File: config.mk
export PLATFORM = sky130hd
export DESIGN_NAME = id_ex_stage
export DESIGN_NICKNAME = d
export VERILOG_FILES = /design/src/rtl/mips_pkg.sv /design/src/rtl/fwd_mux.sv /design/src/rtl/id_ex_stage.sv
export SDC_FILE = /design/constraint.sdc
export NUM_CORES = 1
export LEC_CHECK = 0
export BUFFER_PORTS_ARGS = -buffer_cell sky130_fd_sc_hd__buf_2
export CORE_MARGIN = 2
export CORE_UTILIZATION = 43
export CTS_CLUSTER_SIZE = 14
export DETAILED_ROUTE_END_ITERATION = 10
export PLACE_DENSITY = 0.87
export SKIP_LAST_GASP = 1
export SLEW_MARGIN = 20
export SYNTH_ARGS = -nofsm -noshare
export SYNTH_HDL_FRONTEND = slang
export SYNTH_HIERARCHICAL = 1
export SYNTH_SLANG_ARGS = --single-unit
export TNS_END_PERCENT = 20
File: constraint.sdc
create_clock -name clk -period 2.95 [get_ports clk]
set_input_delay 0.4425 -clock clk [delete_from_list [all_inputs] [get_ports clk]]
set_output_delay 0.4425 -clock clk [all_outputs]
set_load 0.05 [all_outputs]
File: src/rtl/mips_pkg.sv
// Shared constants and encodings for the MIPS pipeline slice around ID/EX.
package mips_pkg;

  localparam int unsigned DATA_W  = 32;
  localparam int unsigned REG_AW  = 5;
  localparam int unsigned ALUOP_W = 3;

  // alu_unit operation codes: bit2 inverts B / subtracts, bits[1:0] select the function.
  typedef enum logic [2:0] {
    ALU_AND = 3'b000,
    ALU_OR  = 3'b001,
    ALU_ADD = 3'b010,
    ALU_SUB = 3'b110,
    ALU_SLT = 3'b111
  } alu_op_e;

  // Operand source chosen by a forwarding mux.
  typedef enum logic [1:0] {
    FWD_REG = 2'd0,
    FWD_EXM = 2'd1,
    FWD_MWB = 2'd2
  } fwd_sel_e;

endpackage

File: src/rtl/fwd_mux.sv
// Bypass selector for one EX operand: EX/MEM beats MEM/WB, and $0 is never bypassed.
module fwd_mux #(
  parameter int unsigned DATA_W = mips_pkg::DATA_W,
  parameter int unsigned REG_AW = mips_pkg::REG_AW
) (
  input  logic [REG_AW-1:0] src_reg,
  input  logic [DATA_W-1:0] reg_val,
  input  logic              exm_reg_write,
  input  logic [REG_AW-1:0] exm_rd,
  input  logic [DATA_W-1:0] exm_result,
  input  logic              mwb_reg_write,
  input  logic [REG_AW-1:0] mwb_rd,
  input  logic [DATA_W-1:0] mwb_result,
  output logic [DATA_W-1:0] value
);
  import mips_pkg::*;

  fwd_sel_e sel;

  // Pick the youngest in-flight producer of src_reg.
  always_comb begin
    sel = FWD_REG;
    if (src_reg != '0) begin
      if (exm_reg_write && (exm_rd == src_reg)) begin
        sel = FWD_EXM;
      end else if (mwb_reg_write && (mwb_rd == src_reg)) begin
        sel = FWD_MWB;
      end
    end
  end

  // Steer the selected source onto the operand.
  always_comb begin
    case (sel)
      FWD_EXM: value = exm_result;
      FWD_MWB: value = mwb_result;
      default: value = reg_val;
    endcase
  end

endmodule

File: src/rtl/id_ex_stage.sv
// ID/EX pipeline register with operand forwarding and load-use bubble insertion.
module id_ex_stage #(
  parameter int unsigned DATA_W  = mips_pkg::DATA_W,
  parameter int unsigned REG_AW  = mips_pkg::REG_AW,
  parameter int unsigned ALUOP_W = mips_pkg::ALUOP_W
) (
  input  logic               clk,
  input  logic               rst_n,
  input  logic               id_valid,
  input  logic [REG_AW-1:0]  id_rs,
  input  logic [REG_AW-1:0]  id_rt,
  input  logic [REG_AW-1:0]  id_rd,
  input  logic [DATA_W-1:0]  id_rs_val,
  input  logic [DATA_W-1:0]  id_rt_val,
  input  logic [DATA_W-1:0]  id_imm,
  input  logic               id_alu_src,
  input  logic [ALUOP_W-1:0] id_alu_op,
  input  logic               id_reg_write,
  input  logic               id_mem_read,
  input  logic               stall,
  input  logic               flush,
  input  logic               exm_reg_write,
  input  logic [REG_AW-1:0]  exm_rd,
  input  logic [DATA_W-1:0]  exm_result,
  input  logic               mwb_reg_write,
  input  logic [REG_AW-1:0]  mwb_rd,
  input  logic [DATA_W-1:0]  mwb_result,
  output logic               ex_valid,
  output logic [DATA_W-1:0]  alu_a,
  output logic [DATA_W-1:0]  alu_b,
  output logic [ALUOP_W-1:0] alu_op,
  output logic [DATA_W-1:0]  ex_store_data,
  output logic [REG_AW-1:0]  ex_rd,
  output logic               ex_reg_write,
  output logic               ex_mem_read,
  output logic               load_use_stall
);
  import mips_pkg::*;

  logic               valid_q;
  logic               reg_write_q;
  logic               mem_read_q;
  logic               alu_src_q;
  logic [ALUOP_W-1:0] alu_op_q;
  logic [REG_AW-1:0]  rs_q;
  logic [REG_AW-1:0]  rt_q;
  logic [REG_AW-1:0]  rd_q;
  logic [DATA_W-1:0]  rs_val_q;
  logic [DATA_W-1:0]  rt_val_q;
  logic [DATA_W-1:0]  imm_q;
  logic [DATA_W-1:0]  fwd_rs;
  logic [DATA_W-1:0]  fwd_rt;

  // A load in EX whose destination feeds the instruction in ID cannot be bypassed in time.
  always_comb begin
    load_use_stall = valid_q && mem_read_q && (rd_q != '0) && id_valid &&
                     ((rd_q == id_rs) || (rd_q == id_rt));
  end

  // Pipeline register: flush > stall > load-use bubble > capture.
  // Bubbles only clear control; datapath fields keep stale contents since they are ignored.
  always_ff @(posedge clk or negedge rst_n) begin
    if (!rst_n) begin
      valid_q     <= 1'b0;
      reg_write_q <= 1'b0;
      mem_read_q  <= 1'b0;
      alu_src_q   <= 1'b0;
      alu_op_q    <= '0;
      rs_q        <= '0;
      rt_q        <= '0;
      rd_q        <= '0;
      rs_val_q    <= '0;
      rt_val_q    <= '0;
      imm_q       <= '0;
    end else if (flush || (!stall && load_use_stall)) begin
      valid_q     <= 1'b0;
      reg_write_q <= 1'b0;
      mem_read_q  <= 1'b0;
      alu_op_q    <= ALUOP_W'(ALU_ADD);
    end else if (!stall) begin
      valid_q     <= id_valid;
      reg_write_q <= id_reg_write;
      mem_read_q  <= id_mem_read;
      alu_src_q   <= id_alu_src;
      alu_op_q    <= id_alu_op;
      rs_q        <= id_rs;
      rt_q        <= id_rt;
      rd_q        <= id_rd;
      rs_val_q    <= id_rs_val;
      rt_val_q    <= id_rt_val;
      imm_q       <= id_imm;
    end
  end

  fwd_mux #(.DATA_W(DATA_W), .REG_AW(REG_AW)) u_fwd_rs (
    .src_reg       (rs_q),
    .reg_val       (rs_val_q),
    .exm_reg_write (exm_reg_write),
    .exm_rd        (exm_rd),
    .exm_result    (exm_result),
    .mwb_reg_write (mwb_reg_write),
    .mwb_rd        (mwb_rd),
    .mwb_result    (mwb_result),
    .value         (fwd_rs)
  );

  fwd_mux #(.DATA_W(DATA_W), .REG_AW(REG_AW)) u_fwd_rt (
    .src_reg       (rt_q),
    .reg_val       (rt_val_q),
    .exm_reg_write (exm_reg_write),
    .exm_rd        (exm_rd),
    .exm_result    (exm_result),
    .mwb_reg_write (mwb_reg_write),
    .mwb_rd        (mwb_rd),
    .mwb_result    (mwb_result),
    .value         (fwd_rt)
  );

  // Operand and control outputs toward alu_unit and MEM.
  always_comb begin
    ex_valid      = valid_q;
    ex_reg_write  = valid_q && reg_write_q;
    ex_mem_read   = valid_q && mem_read_q;
    ex_rd         = rd_q;
    alu_op        = alu_op_q;
    alu_a         = fwd_rs;
    alu_b         = alu_src_q ? imm_q : fwd_rt;
    ex_store_data = fwd_rt;
  end

endmodule

==> results of run 1 <==
cells in the final DEF (no fill, tap or decap), types with 3 or more instances in the layout:
master,count
xnor2_1,17
mux2_1,80
dfrtp_1,115
clkbuf_16,20
buf_2,271
buf_4,37
buf_6,27
xor2_1,7
o21ai_1,32
o22ai_1,3
a32o_1,3
a22oi_1,42
clkinvlp_4,8
nand2_1,52
bufinv_16,3
buf_8,7
buf_12,15
nand2_2,14
dfrtp_2,3
xnor2_2,5
mux2_4,32
or4_1,4
o21ai_4,32
nand2_4,6
buf_16,3
mux2_2,32
a22oi_2,22
state kept, by name (all words and copies together), names as in the netlist:
name and count:
alu_op 3, alu_src_q 1, ex_rd 5, ex_valid 1, imm_q 32, mem_read_q 1
reg_write_q 1, rs_q 5, rs_val_q 32, rt_q 5, rt_val_q 32
logic make-up (layout without fill, tap and decap cells):
kind of cell             count (synthesis)  after routing  share of synthesized area, %
flip-flops                             118            118                         45.75
AND/OR/NAND/NOR                         97             97                         6.746
XOR/XNOR                                30             30                         4.187
multiplexers                           144            144                         25.12
AO/OA/AOI/OAI                          139            139                         13.76
buffers and inverters                   44            399                         3.664
other                                    0              1                             0
adder cells (fa/ha/maj)                  4              4                        0.7754
per-stage QoR:
stage | cell area, µm² | hold slack [ps]
final | 10370 | 249.9
after global routing | 10370 | 235.6
after CTS | 10070 | 235.1
after detailed placement | 8990 | 362.3
after global placement | 8990 | 368.6
after floorplan | 7013 | 146.9
layout make-up:
type,instances,area [µm²]
Fill cell,975,4218
Multi-Input combinational cell,414,4025
Sequential cell,118,2957
Timing Repair Buffer,366,2551
Clock buffer,19,442.9
Tap cell,184,230.2
Clock inverter,12,155.1
Inverter,2,7.507
Antenna cell,1,2.502
cells in the mapped netlist, drive strengths merged, types with 2 or more instances:
library cell    n
a22oi          64
a32o            3
and2            2
and3            2
buf            12
clkbuf         30
dfrtp         118
ha              4
inv             2
mux2          144
nand2          72
nand3           2
nand4           2
nor2            3
nor2b           3
nor4            4
o21ai          66
o22ai           3
or4             5
xnor2          22
xor2            8
layer usage:
metal / global-route usage, % / routed length [µm] / share of wire (%) / up-vias
met5: 0 / 7 / 0.030 / -
met4: 10.54 / 719 / 3.1 / 2
met3: 7.170 / 1682 / 7.3 / 57
met2: 48.07 / 11650 / 50 / 330
met1: 32.20 / 9136 / 39 / 3080
li1: - / - / - / 2802
timing repair:
item / in CTS / in global routing
resized for setup: 90 / 47
gates cloned: 3 / 3
pin swaps: 3 / 14
hold buffers: 1 / 0
buffers inserted: 7 / 2
endpoints found under the hold margin: 21 / 0
setup endpoints to repair: 96 / 96
final timing paths:
path / endpoint / slack [ps] / depth (start not counted)
setup / recovery: alu_b[14] / -550 / 10
hold / removal: imm_q[8] / 250 / 2
setup reg to reg: rt_val_q[15] / 560 / 5
hold reg to reg: rs_val_q[14] / 480 / 1
max in group asynchronous: rs_val_q[14] / 1720 / 3
min in group asynchronous: rs_val_q[26] / 480 / 2
where the power goes:
| part | total, mW | internal (mW) | switching, mW | leakage, nW |
|---|---|---|---|---|
| logic | 2.80 | 1.07 | 1.72 | 3.07 |
| clock network | 2.08 | 1.34 | 0.741 | 0.265 |
| registers | 2.04 | 1.85 | 0.187 | 1.39 |
==> out/qor.yml, run 1 <==
status: "finished, violations left"
violations: "setup timing"
arrival_ps: 3060
r2r_start: "ex_rd[2]"
detail_route.first_pass.iterations: 6
clock_latency_ps: 400
fin_tns_setup_ps: -38770
finalSetupViolations: 96
hold_viol_final: 0
layout-drive-gt1-share_pct: 59.61
powerDensity_mw_per_mm2: 667.3
h-tree-depth: 4
synth_seq_cells: 118
synth_largest_area_cell: "dfrtp_1"
cts_root_buf: "clkbuf_16"
worst_slew_pin_slew_ps: 596.5
dieHeight_um: 126.5
area_growth_pct: 60.67
fin_crit_ps: 3504
nets: 1121
postSynthAreaPerCell_um2: 11.21
grt_pass1_wl_um: 34200
synth_top_cell_area_share_pct: 45.75
fin_ws_ps: -554.5
total_power_mw: 6.920
crit_buf_inv: 3
timing.slew.headroom_pct: 60.23
core-area_mm2: 0.01459
vias_per_cell: 5.619
grt_max_degree: 64
synth_seq_area_share_pct: 45.75
first_iter_violations: 339
start_util_pct: 44.25
min_path_type: "input pin to register"
port_buffers: 305
hp-start: "id_imm[8]"
antenna_left: 0
post-place-ws_ps: -265.6
fin_util_pct: 71.09
cts_max_path_buffers: 2
cp-end-kind: "output port"
num_rows: 44
antenna_found_initial: 2
finalCritPeriodShare_pct: 118.8
p_leak_nw: 4.719
place_inst: 1068
gp_congestion: 0.8891
wl_per_cell_um: 20.78
stdcell_count: 1116
drv_cap: 0
drc: 0
cp-start-kind: "register"
cpMaxStageDelayCell: "or4_4"
vias: 6271
die_area_mm2: 0.01601
fin_skew_ps: 6.495
worstSetupStartpoint: "rt_q[4]"
die_w_um: 126.5
grt_overflow: 0
clkSlewWorstSetupHoldPaths_ps: 60
synth_ff_type: "dfrtp_1"
synthCells: 576
syn_nets: 778
cp.required_ps: 2510
fmax_mhz: 285.4
cts_sinks: 118
cp_slowest_stage_delay_ps: 530
worst-path-max-fanout: 16
cts_tree: "done"
rsz0062_at_grt: "yes"
synth_edf_count: 0
synthDistinctLibCells: 29
async_reset_ff_share_pct: 100.0
hpwlAfterDp_um: 15480
io_pins: 306
yosys_warnings: 6
numCtsBuffers: 17
grt_pass1_vias: 6541
grt_util_all_layers_pct: 27.44
synthTopCellsByArea: "dfrtp_1, mux2_1, mux2_2"
worstSetupPathType: "register to output port"
drv_slew: 0
cp_top_family: "simple AND/OR/NAND/NOR gates"
path_cells: "buf_6 > xnor2_2 > nand4_1 > or4_4 > ha_4 > buf_8 > a22oi_1 > o21ai_4 > mux2_4 > buf_4"
synth_area_mm2: 0.006455
ir_drop_mv: 0.3702
wl_um: 23200
Note: power is estimated with default switching activity, not from simulation.
==> run 2: changes to the inputs <==
--- a/config.mk
+++ b/config.mk
@@ -5,12 +5,12 @@
 export SDC_FILE = /design/constraint.sdc
 export NUM_CORES = 1
 export LEC_CHECK = 0
-export BUFFER_PORTS_ARGS = -buffer_cell sky130_fd_sc_hd__buf_2
-export CORE_MARGIN = 2
-export CORE_UTILIZATION = 43
+export CORE_AREA = 2 2 119 121
 export CTS_CLUSTER_SIZE = 14
 export DETAILED_ROUTE_END_ITERATION = 10
-export PLACE_DENSITY = 0.87
+export DIE_AREA = 0 0 121 123
+export DONT_BUFFER_PORTS = 1
+export PLACE_DENSITY = 0.74
 export SKIP_LAST_GASP = 1
 export SLEW_MARGIN = 20
 export SYNTH_ARGS = -nofsm -noshare
==> constraint.sdc (replaced) <==
create_clock -name clk -period 2.95 [get_ports clk]
set_input_delay 0.4425 -clock clk [delete_from_list [all_inputs] [get_ports clk]]
set_output_delay 0.4425 -clock clk [all_outputs]
set_load 0.1 [all_outputs]
==> run 2 against run 1 <==
The flow finishes with violations (hold timing, setup timing). Combinational power rose by 55%. Register-to-register slack gained 80 ps. Fmax decreased by 2.7%. Sequential power hardly changed.
==> out/qor.yml, run 2 (same netlist as run 1, synthesis figures left out) <==
status: "finished, violations left"
violations: "hold timing, setup timing"
grt_pass1_vias: 6197  # -5.3%
start_util_pct: 47.42  # +3.2 points
fin_skew_ps: 6.149  # -0.3463 ps
clock_latency_ps: 410  # about the same
post-place-ws_ps: -137.4  # +128.2 ps
detail_route.first_pass.iterations: 5  # -1
power_switching_mw: 3.760  # +42%
wl_per_cell_um: 25.75  # +24%
arrival_ps: 3160  # +100 ps
multiInputGateArea_mm2: 0.004342  # +7.9%
cpMaxStageDelayCell: "or4_4"
num-fill-cells: 765  # -22%
port_buffers: 0  # -100%
mostFrequentLayoutCells: "dfrtp_1, mux2_1, buf_12, buf_4, o21ai_4"
clkSlewWorstSetupHoldPaths_ps: 60  # about the same
dieHeight_um: 123  # -2.8%
hold_viol_final: 118  # +118
antenna_left: 0  # unchanged
first_iter_violations: 334  # -1.5%
p_sw_share_pct: 43.93  # +5.6 points
grt_max_degree: 119  # +86%
area_growth_pct: 59.86
gp_congestion: 0.8088  # -9.0%
numCtsBuffers: 17  # unchanged
vias_per_cell: 6.097  # +8.5%
finalSetupViolations: 96  # unchanged
fin_ws_ps: -653.0  # -98.52 ps
h-tree-depth: 4  # unchanged
combPwrFrac_pct: 50.6  # +10 points
drv_cap: 0  # unchanged
grt_pass1_wl_um: 33600  # -1.7%
cp_slowest_stage_delay_ps: 500  # -30 ps
fin_util_pct: 75.81  # +4.7 points
nets: 904  # -19%
path_cells: "xor2_1 > nor4_1 > and3_4 > or4_4 > ha_4 > buf_12 > buf_6 > o21ai_4 > mux2_4 > buf_12"
antenna_found_initial: 2  # unchanged
timing.slew.headroom_pct: 38.05  # -22 points
clkPwrFrac_pct: 25.4  # -4.7 points
ir_drop_mv: 0.5386  # +46%
powerDensity_mw_per_mm2: 829.5  # +24%
cp-start-kind: "register"
power.internal_mw: 4.799  # +12%
p_leak_nw: 4.196  # -11%
cts_sinks: 118  # unchanged
cts_max_path_buffers: 2  # unchanged
wl_um: 23120  # -0.32%
worstSetupPathType: "register to output port"
cts_root_buf: "clkbuf_16"
die_w_um: 121  # -4.4%
crit_buf_inv: 3  # unchanged
grt_util_all_layers_pct: 29.91  # +2.5 points
worst_slew_pin_slew_ps: 929.2  # +332.7 ps
core-area_mm2: 0.01361  # -6.7%
cp-end-kind: "output port"
hold_ws_ps: -274.3  # -524.2 ps
rsz0062_at_grt: "yes"
num_rows: 43  # -2.3%
cts_tree: "done"
cp.required_ps: 2510  # about the same
sequentialPowerShare_pct: 24.0  # -5.5 points
die_area_mm2: 0.01488  # -7.0%
layout-drive-gt1-share_pct: 51.05  # -8.6 points
io_pins: 306  # unchanged
path_common_cell: "buf_12"
drv_slew: 0  # unchanged
cp_top_family: "simple AND/OR/NAND/NOR gates"
fin_crit_ps: 3603  # +98.52 ps
worst-path-max-fanout: 7  # -9
r2r_setup_slack_ps: 640  # +80 ps
vias: 5475  # -13%
reg.largest.list: "imm_q x32, rs_val_q x32, rt_val_q x32"
grt_overflow: 0  # unchanged
finalCritPeriodShare_pct: 122.1  # +3.3 points
min_path_type: "input pin to asynchronous set/reset pin"
hpwlAfterDp_um: 15770  # +1.8%
fmax_mhz: 277.5  # -2.7%
ff_latch_area_mm2: 0.002958  # about the same
drc: 0  # unchanged
final_common_cell: "dfrtp_1"
[run 2: cell types whose count changed in the layout (fill, tap and decap cells not counted), sizes merged]
cell | before | now
clkinv | 1 | 5
bufbuf | 1 | 0
bufinv | 3 | 4
buf | 360 | 147
clkbuf | 23 | 25
clkinvlp | 8 | 0
diode | 1 | 3
dlygate4sd3 | 1 | 0
[run 2: cell type report]
class | instances | area share [%]
Antenna cell | 3 | 0.07275
Clock buffer | 23 | 4.535
Clock inverter | 9 | 1.443
Inverter | 2 | 0.07275
Multi-Input combinational cell | 414 | 42.08
Sequential cell | 118 | 28.67
Tap cell | 180 | 2.183
Timing Repair Buffer | 149 | 20.95
[run 2: power by group through the flow]
stage / Clock (mW) / Combinational (mW) / Sequential [mW]
2_1_floorplan: 0 / 2.97 / 2.08
3_3_place_gp: 0 / 4.15 / 2.04
3_5_place_dp: 0 / 4.22 / 2.06
4_1_cts: 2.20 / 4.30 / 2.05
5_1_grt: 2.28 / 4.44 / 2.08
6_report: 2.17 / 4.33 / 2.06
[run 2: what timing repair did]
item,4_1_cts,5_1_grt
endpoints found under the setup margin,96,96
gates cloned,2,2
pin swaps,2,1
gates resized for setup,48,24
setup buffers,7,2
hold endpoints to repair,118,118
[run 2: layer usage]
| layer | GRT usage (%) | up-vias | wire length (µm) |
|---|---|---|---|
| met5 | 0 | - | 0 |
| met4 | 14.97 | 0 | 729 |
| met3 | 9.732 | 61 | 2064 |
| met2 | 53.48 | 337 | 11990 |
| met1 | 31.64 | 2721 | 8341 |
| li1 | - | 2356 | - |
[run 2: stage by stage]
stage               power, mW  instances  cell area, µm²  setup TNS, ps  hold WS [ps]
global placement        6.191        852            9220          -1229         150.8
finish                  8.559        898           10320         -48510        -274.3
floorplan               5.045        576            7343         -24420         146.9
CTS                     8.543        893           10200         -39310        -292.0
detailed placement      6.283        852            9220          -3352         150.5
global route            8.803        896           10310         -56650        -297.6
[run 2: final timing paths]
path,startpoint,end,depth (start not counted)
worst max-delay path,rt_q[2],alu_b[9],10
worst min register to register,rs_val_q[11],rs_val_q[11],1
worst max register to register,ex_rd[2],imm_q[3],5
max in group asynchronous,rst_n,rt_val_q[10],0
worst min-delay path,rst_n,imm_q[21],0
min in group clk,flush,mem_read_q,1
==> run 3: changes to the inputs <==
--- a/config.mk
+++ b/config.mk
@@ -5,12 +5,14 @@
 export SDC_FILE = /design/constraint.sdc
 export NUM_CORES = 1
 export LEC_CHECK = 0
-export CORE_AREA = 2 2 119 121
+export CAP_MARGIN = 15
+export CORE_AREA = 2 2 120 122
+export CTS_BUF_LIST = sky130_fd_sc_hd__clkbuf_8
 export CTS_CLUSTER_SIZE = 14
 export DETAILED_ROUTE_END_ITERATION = 10
-export DIE_AREA = 0 0 121 123
+export DIE_AREA = 0 0 122 124
 export DONT_BUFFER_PORTS = 1
-export PLACE_DENSITY = 0.74
+export PLACE_DENSITY = 0.73
 export SKIP_LAST_GASP = 1
 export SLEW_MARGIN = 20
 export SYNTH_ARGS = -nofsm -noshare
==> run 3 against run 2 <==
The run still ends with hold timing, setup timing left. Power shrank 4.9%. Sequential cell count unchanged. Largest cell class unchanged. Clock-buffer cell count decreased by 5. Critical endpoint is now alu_b[24]. Clock skew up 2.7 ps. Sequential share of layout area fell by 1.2 points.
==> out/qor.yml, run 3 (same netlist as run 1, synthesis figures left out) <==
hpwlAfterDp_um: 15980  # +1.3%
numCtsBuffers: 17  # unchanged
vias: 5834  # +6.6%
p_sw_share_pct: 46.71  # +2.8 points
cts_sinks: 118  # unchanged
antenna_left: 0  # unchanged
fin_skew_ps: 8.810  # +2.661 ps
mostFrequentLayoutCells: "dfrtp_1, buf_12, mux2_1, o21ai_4, buf_4"
layout-drive-gt1-share_pct: 57.92  # +6.9 points
dieHeight_um: 124  # +0.81%
dr_wl_met2_um: 13870  # +16%
antenna_found_initial: 5  # +3
cp-start-kind: "register"
clock_latency_ps: 430  # +20 ps
detail_route.first_pass.iterations: 5  # unchanged
drv_cap: 0  # unchanged
start_util_pct: 47.05  # -0.37 points
grt_pass1_vias: 6106  # -1.5%
fin_crit_ps: 3469  # -134.1 ps
port_buffers: 0  # unchanged
r2r_setup_slack_ps: 490  # -150 ps
worstSetupStartpoint: "rt_q[3]"
place_area_mm2: 0.009210  # -0.11%
hold_ws_ps: -290.8  # -16.54 ps
ir_drop_mv: 0.5001  # -7.2%
h-tree-depth: 4  # unchanged
r2r_start: "ex_rd[1]"
die_w_um: 122  # +0.83%
cp-end-kind: "output port"
cp_slowest_stage_delay_ps: 570  # +70 ps
fin_ws_ps: -518.9  # +134.1 ps
grt_util_all_layers_pct: 30.86  # +0.95 points
total_power_mw: 8.136  # -4.9%
worstReg2RegEnd: "rt_val_q[19]"
highest_layer: "met4"
dr_wl_met3_um: 2463  # +19%
die_area_mm2: 0.01513  # +1.6%
status: "finished, violations left"
num_rows: 43  # unchanged
r2r_cells: 5  # unchanged
area_growth_pct: 66.93
vias_per_cell: 6.362  # +4.3%
num-fill-cells: 740  # -3.3%
cts_root_buf: "clkbuf_8"
worstSetupPathType: "register to output port"
cts_max_path_buffers: 2  # unchanged
path_cells: "or4_1 > nor2_2 > nor4_1 > ha_2 > buf_8 > a22oi_2 > o21ai_4 > mux2_4 > buf_12"
sequentialPowerShare_pct: 25.5  # +1.5 points
drv_slew: 0  # unchanged
final_common_cell: "dfrtp_1"
drc: 0  # unchanged
first_iter_violations: 503  # +51%
io_pins: 306  # unchanged
wl_um: 26210  # +13%
drt-met1-wl_um: 8727  # +4.6%
core-area_mm2: 0.01372  # +0.79%
worst_slew_pin_slew_ps: 913.7  # -15.57 ps
fin_tns_setup_ps: -38640  # +9867 ps
finalSetupViolations: 96  # unchanged
fmax_mhz: 288.3  # +3.9%
min_path_type: "input pin to asynchronous set/reset pin"
rsz0062_at_grt: "yes"
power_switching_mw: 3.800  # +1.1%
worst-path-max-fanout: 18  # +11
power.internal_mw: 4.336  # -9.7%
violations: "hold timing, setup timing"
wl_per_cell_um: 28.58  # +11%
cpMaxStageDelayCell: "or4_1"
final_cell_area_mm2: 0.01078  # +4.4%
arrival_ps: 3030  # -130 ps
crit_end: "alu_b[24]"
hold_viol_final: 118  # unchanged
combPwrFrac_pct: 56.2  # +5.6 points
clkPwrFrac_pct: 18.3  # -7.1 points
reg.largest.list: "imm_q x32, rs_val_q x32, rt_val_q x32"
p_leak_nw: 4.358  # +3.9%
grt_pass1_wl_um: 34530  # +2.7%
cts_tree: "done"
gp_congestion: 0.8824  # +9.1%
timing.slew.headroom_pct: 39.09  # +1.0 points
grt_max_degree: 119  # unchanged
clkSlewWorstSetupHoldPaths_ps: 70  # about the same
finalCritPeriodShare_pct: 117.6  # -4.5 points
cp.required_ps: 2510  # about the same
powerDensity_mw_per_mm2: 755.1  # -9.0%
nets: 921  # +1.9%
grt_overflow: 0  # unchanged
[run 3: changes by cell type in the layout (fill, tap and decap cells not counted), moves of 7 or more]
cell	change
a22oi_1	-13
a22oi_2	+13
buf_12	+7
buf_16	+7
clkbuf_16	-12
clkbuf_8	+16
nand2_1	-19
nand2_2	+7
nand2_4	+12
[run 3: how the worst min path moves through the flow]
stage,endpoint,slack [ps],depth (start not counted)
finish,rt_q[4],-290,0
floorplan,alu_op[0],150,0
CTS,rs_q[2],-320,0
global placement,rt_q[4],150,0
global route,rt_q[4],-340,0
detailed placement,alu_op[1],150,0
[run 3: power by group through the flow]
stage / combinational (mW) / sequential (mW) / clock [mW]
finish: 4.57 / 2.07 / 1.49
global route: 4.68 / 2.09 / 1.58
CTS: 4.43 / 2.04 / 1.51
detailed placement: 4.25 / 2.06 / 0
global placement: 4.19 / 2.04 / 0
floorplan: 2.97 / 2.08 / 0
[run 3: final cells by class]
type / instances / area (µm²) / area share [%]
antenna: 5 / 12.51 / 0.1161
clock buffer: 18 / 247.7 / 2.299
clock inverter: 14 / 143.9 / 1.335
tap: 180 / 225.2 / 2.090
multi-input combinational: 414 / 4571 / 42.42
timing repair buffer: 166 / 2609 / 24.21
inverter: 2 / 7.507 / 0.06967
sequential: 118 / 2959 / 27.46
[run 3: what timing repair did]
item | 4_1_cts | 5_1_grt
setup endpoints to repair | 96 | 96
cloned | 4 | 8
buffers inserted | 9 | 10
resized for setup | 106 | 53
pin swaps | 5 | 18
hold endpoints to repair | 118 | 118
[run 3: worst max-delay path, delay by kind of cell, from the launching register on]
| family | cells | cell delay [ps] |
|---|---|---|
| AOI/OAI and AO/OA | 2 | 380 |
| buffers and inverters | 2 | 360 |
| adders and majority gates | 1 | 230 |
| and+or+nand+nor | 3 | 880 |
| muxes | 1 | 300 |
| DFF | 1 | 450 |
[run 3: through the flow]
step	cells	hold slack (ps)	setup slack, ps	utilization, %
after floorplan	576	146.9	-449.7	-
after global routing	917	-335.2	-629.8	78.54
after CTS	894	-323.6	-498.5	74.50
after global placement	849	150.3	-101.2	67.13
final	917	-290.8	-518.9	78.54
after detailed placement	849	149.6	-170.7	67.13
[run 3: routing by layer]
metal,vias up,global-route usage (%)
met4,0,16.74
met1,2902,32.59
met3,110,9.386
li1,2403,-
met2,419,55.17
met5,-,0
